## config.mk

```make
export PLATFORM = sky130hd
export DESIGN_NAME = tdm_demux4_flat
export DESIGN_NICKNAME = d
export VERILOG_FILES = /design/src/rtl/tdm_demux4_if.sv /design/src/rtl/tdm_demux4.sv /design/src/flat_wrapper.sv
export SDC_FILE = /design/constraint.sdc
export NUM_CORES = 1
export LEC_CHECK = 0
export CAP_MARGIN = 10
export CORE_MARGIN = 2
export CORE_UTILIZATION = 45
export DETAILED_ROUTE_END_ITERATION = 16
export DONT_BUFFER_PORTS = 1
export PLACE_DENSITY = 0.65
export SYNTH_ARGS = -nofsm -noshare
export SYNTH_HDL_FRONTEND = slang
export SYNTH_SLANG_ARGS = --single-unit
```

## constraint.sdc

```tcl
create_clock -name clk -period 4.2 [get_ports clk]
set_input_delay 0.42 -clock clk [delete_from_list [all_inputs] [get_ports clk]]
set_output_delay 0.42 -clock clk [all_outputs]
set_load 0.01 [all_outputs]
```

## src/rtl/tdm_demux4_if.sv

```systemverilog
// rtl/tdm_demux4_if.sv - shared-link word stream in, parallel channel words out
interface tdm_demux4_if #(
  parameter int WIDTH = 8
);
  logic             in_valid;
  logic             in_sof;
  logic [WIDTH-1:0] in_data;
  logic [WIDTH-1:0] out_A;
  logic [WIDTH-1:0] out_B;
  logic [WIDTH-1:0] out_C;
  logic [WIDTH-1:0] out_D;
  logic             frame_valid;
  logic             sync_err;
  logic [1:0]       slot;

  modport master (
    output in_valid, in_sof, in_data,
    input  out_A, out_B, out_C, out_D, frame_valid, sync_err, slot
  );

  modport slave (
    input  in_valid, in_sof, in_data,
    output out_A, out_B, out_C, out_D, frame_valid, sync_err, slot
  );
endinterface

```

## src/rtl/tdm_demux4.sv

```systemverilog
// rtl/tdm_demux4.sv - 4-slot TDM receiver: slot tracking, staging, framed parallel output
module tdm_demux4 #(
  parameter int WIDTH = 8
) (
  input  logic         clk,
  input  logic         reset,
  tdm_demux4_if.slave  bus
);
  typedef enum logic {HUNT, RECV} state_t;

  state_t           state_q;
  logic [1:0]       slot_q;
  logic [WIDTH-1:0] stage_a_q, stage_b_q, stage_c_q;
  logic [WIDTH-1:0] out_a_q, out_b_q, out_c_q, out_d_q;
  logic             frame_valid_q;
  logic             sync_err_q;

  always_ff @(posedge clk or posedge reset) begin
    if (reset) begin
      state_q       <= HUNT;
      slot_q        <= 2'd0;
      stage_a_q     <= '0;
      stage_b_q     <= '0;
      stage_c_q     <= '0;
      out_a_q       <= '0;
      out_b_q       <= '0;
      out_c_q       <= '0;
      out_d_q       <= '0;
      frame_valid_q <= 1'b0;
      sync_err_q    <= 1'b0;
    end else begin
      frame_valid_q <= 1'b0;
      sync_err_q    <= 1'b0;
      if (bus.in_valid) begin
        unique case (state_q)
          HUNT: begin
            if (bus.in_sof) begin
              stage_a_q <= bus.in_data;
              slot_q    <= 2'd1;
              state_q   <= RECV;
            end else begin
              sync_err_q <= 1'b1;
            end
          end
          RECV: begin
            // An early SOF abandons the partial frame and restarts it at slot 0.
            if (bus.in_sof) begin
              sync_err_q <= 1'b1;
              stage_a_q  <= bus.in_data;
              slot_q     <= 2'd1;
            end else begin
              unique case (slot_q)
                2'd1: begin
                  stage_b_q <= bus.in_data;
                  slot_q    <= 2'd2;
                end
                2'd2: begin
                  stage_c_q <= bus.in_data;
                  slot_q    <= 2'd3;
                end
                default: begin
                  out_a_q       <= stage_a_q;
                  out_b_q       <= stage_b_q;
                  out_c_q       <= stage_c_q;
                  out_d_q       <= bus.in_data;
                  frame_valid_q <= 1'b1;
                  slot_q        <= 2'd0;
                  state_q       <= HUNT;
                end
              endcase
            end
          end
          default: state_q <= HUNT;
        endcase
      end
    end
  end

  assign bus.out_A       = out_a_q;
  assign bus.out_B       = out_b_q;
  assign bus.out_C       = out_c_q;
  assign bus.out_D       = out_d_q;
  assign bus.frame_valid = frame_valid_q;
  assign bus.sync_err    = sync_err_q;
  assign bus.slot        = slot_q;
endmodule

```

## src/flat_wrapper.sv

```systemverilog
// flat-port wrapper written by rule: the top's interface ports become plain ports
module tdm_demux4_flat 
#(
  parameter int WIDTH = 8
)
  (clk, reset, bus_in_valid, bus_in_sof, bus_in_data, bus_out_A, bus_out_B, bus_out_C, bus_out_D, bus_frame_valid, bus_sync_err, bus_slot);
  tdm_demux4_if #(.WIDTH(WIDTH)) bus_i ();
  input  logic clk;
  input  logic reset;
  input wire logic [$bits(bus_i.in_valid)-1:0] bus_in_valid;
  input wire logic [$bits(bus_i.in_sof)-1:0] bus_in_sof;
  input wire logic [$bits(bus_i.in_data)-1:0] bus_in_data;
  output wire logic [$bits(bus_i.out_A)-1:0] bus_out_A;
  output wire logic [$bits(bus_i.out_B)-1:0] bus_out_B;
  output wire logic [$bits(bus_i.out_C)-1:0] bus_out_C;
  output wire logic [$bits(bus_i.out_D)-1:0] bus_out_D;
  output wire logic [$bits(bus_i.frame_valid)-1:0] bus_frame_valid;
  output wire logic [$bits(bus_i.sync_err)-1:0] bus_sync_err;
  output wire logic [$bits(bus_i.slot)-1:0] bus_slot;
  assign bus_i.in_valid = bus_in_valid;
  assign bus_i.in_sof = bus_in_sof;
  assign bus_i.in_data = bus_in_data;
  assign bus_out_A = bus_i.out_A;
  assign bus_out_B = bus_i.out_B;
  assign bus_out_C = bus_i.out_C;
  assign bus_out_D = bus_i.out_D;
  assign bus_frame_valid = bus_i.frame_valid;
  assign bus_sync_err = bus_i.sync_err;
  assign bus_slot = bus_i.slot;
  tdm_demux4 #(.WIDTH(WIDTH)) u_core (.clk(clk), .reset(reset), .bus(bus_i));
endmodule
```

==> flow_summary.toml <==
[timing]
hold_viol_final = 18
fin_crit_sh = 0.532
finalMaxSlewViolations = 0
period_needed_ns = 2.24
setup_viol_count_final = 0
holdWs_ns = -0.00745
skew_ns = 0.00709
slew_headroom = 0.450
setup_tns_ns = 0
tightest_slew_ns = 0.824
max_freq_ghz = 0.447
rsz0062_at_grt = "false"

[detailed_routing]
route.vias.total = 1168
first_iter_violations = 45
wl_per_cell_um = 18.1
ant_nets = 0
routed_wl_mm = 4.10
via_per_inst = 5.17
first_pass_iters = 4
drc = 0

[die]
ios = 48
die_area_mm2 = 0.00611
core_mm2 = 0.00541
rows = 27
die-width_um = 78.2
initial_core_util = 0.458
die_h_um = 78.2

[worst_setup_path]
cp_slowest_stage_delay_ns = 0.66
cp_max_fo = 33
cp.buffers_inverters = 1
critPathSlowestCell = "nand4b_4"
path_cells = "inv_1 -> ha_1 -> nand4b_4 -> mux2_4"
start_kind = "flop"
crit_arrival_ns = 2.45
endpoint_kind = "flop"
worst_ep_required_time_ns = 4.41
r2r_slack_ns = 1.96
crit_type = "reg -> reg"
cpLargestDelayFamily = "simple AND/OR/NAND/NOR gates"

[synthesis]
seq_area_frac_synth = 0.617
synth_area_mm2 = 0.00247
yosysWarnings = 0
syn_area_per_cell_um2 = 17.6
yosysUniqueCellTypes = 17
ys_seq_elements = 61
synth_fp_nets = 156
synth_cells = 141

[finish]
final_common_cell = "dfrtp_1"
multi_input_area_um2 = 887
drive_gt1_frac = 0.481
nFillCells = 454
diodes = 0
nets = 164
areaGrowthSynthToFinish_pct = 10.1
final_cell_mix = "61 x dfrtp_1, 29 x mux2_4, 27 x mux2_2, 13 x clkbuf_8, 5 x inv_1"
register_area_mm2 = 0.00153

[placement]
place_congestion = 0.663
port_buffers = 0
hpwlAfterDp_mm = 2.71

[clock_tree]
cts_buffers = 9
cts_setup_buffers = 0
cts.sinks = 61
cts_root_buf = "clkbuf_8"
postCtsResizedCells = 0
cts.hold.buffers_added = 0
cts_tree = "built"
clk_pin_slew_ns = 0.07
cts-htree-levels = 3
worstSkewPairLatency_ns = 0.34
clockBufferDepth = 2

[pwr]
vdd_drop_max_mv = 0.273
p_per_area_mw_per_mm2 = 743
p_leak_nw = 1.37

[grt]
grt_pass1_vias = 1284
grt_pass1_wl_mm = 7.06
grtUsageTotal = 0.156
overflow = 0
grt_max_degree = 38
grt.met2_usage = 0.218
antenna_found_initial = 0
met3_usage = 0.0897
gr-usage-met1 = 0.200
grt_busiest_layer = "met2"

[run_status]
outcome = "finished with violations"
violations = "negative hold slack"

[worst_hold_path]
hp-class = "in -> async"

[run]
max_cap_viol_count = 0
## logic make-up (layout without fill, tap and decap cells)
family          count (synthesis)  count (layout)  share of synthesized area
compound gates                  3               3                    0.00910
fa+ha+maj                       3               3                     0.0152
buf+inv                        10              23                     0.0248
flops                          61              61                      0.617
mux                            56              56                      0.299
simple gates                    8               8                     0.0354
## routing by layer
metal,wire (µm),vias to the layer above,share of wire
li1,-,509,-
met1,1810,607,0.44
met2,1840,44,0.45
met3,381,8,0.093
met4,65,0,0.016
met5,0,-,0
## state kept, by name, summed over array words and instances (netlist names)
name / count
u_core.bus.out_D: 8
u_core.bus.frame_valid: 1
u_core.stage_b_q: 8
u_core.bus.out_A: 8
u_core.bus.out_B: 8
u_core.stage_c_q: 8
u_core.bus.sync_err: 1
u_core.state_q: 1
u_core.bus.slot: 2
u_core.bus.out_C: 8
u_core.stage_a_q: 8
## cell type report
cell class	count	area share
sequential	61	0.560
multi-input combinational	70	0.326
clock buffer	16	0.0698
tap	72	0.0331
inverter	6	0.00827
timing repair buffer	1	0.00276
## synthesized netlist by cell type
cell type  number  area (µm²)
buf_6           3        33.8
mux2_4         29         435
ha_1            3        37.5
nand2_1         1        3.75
and2_1          1        6.26
nand4b_2        2        30.0
nand4bb_1       1        11.3
dfrtp_1        61        1530
nand2b_1        1        6.26
buf_2           1        5.00
mux2_2         27         304
inv_1           6        22.5
nand4b_4        1        23.8
a2bb2oi_1       1        8.76
o2bb2ai_1       1        8.76
o21ai_0         1        5.00
nor2b_1         1        6.26
## per-stage QoR
step | area, µm² | total power [W] | util | cells | setup slack (ns)
after floorplan | 2470 | 0.00145 | - | 141 | 2.27
after global placement | 2530 | 0.00152 | 0.469 | 210 | 2.05
after detailed placement | 2530 | 0.00156 | 0.469 | 210 | 1.94
after CTS | 2720 | 0.00205 | 0.504 | 226 | 1.94
after global routing | 2720 | 0.00215 | 0.504 | 226 | 1.79
final | 2720 | 0.00202 | 0.504 | 226 | 1.96
## path summary, 6_finish.rpt
path,end,from,cells past startpoint
max reg2reg,u_core.bus.out_D[2]$_DFFE_PP0P_,u_core.bus.slot[0]$_DFFE_PP0P_,4
max in group asynchronous,u_core.stage_a_q[1]$_DFFE_PP0P_,reset,2
min,u_core.stage_c_q[4]$_DFFE_PP0P_,reset,1
min reg2reg,u_core.bus.out_B[2]$_DFFE_PP0P_,u_core.stage_b_q[2]$_DFFE_PP0P_,1
max,u_core.bus.out_D[2]$_DFFE_PP0P_,u_core.bus.slot[0]$_DFFE_PP0P_,4
min in group clk,u_core.bus.sync_err$_DFF_PP0_,bus_in_valid,1
## power breakdown
group          switching, W  internal (W)  total [W]
Combinational      0.000140      0.000320   0.000460
Clock              0.000210      0.000280   0.000489
Sequential         0.000242      0.000832    0.00107
Total              0.000592       0.00143    0.00202
No activity file was read; power rests on OpenSTA's default activity.
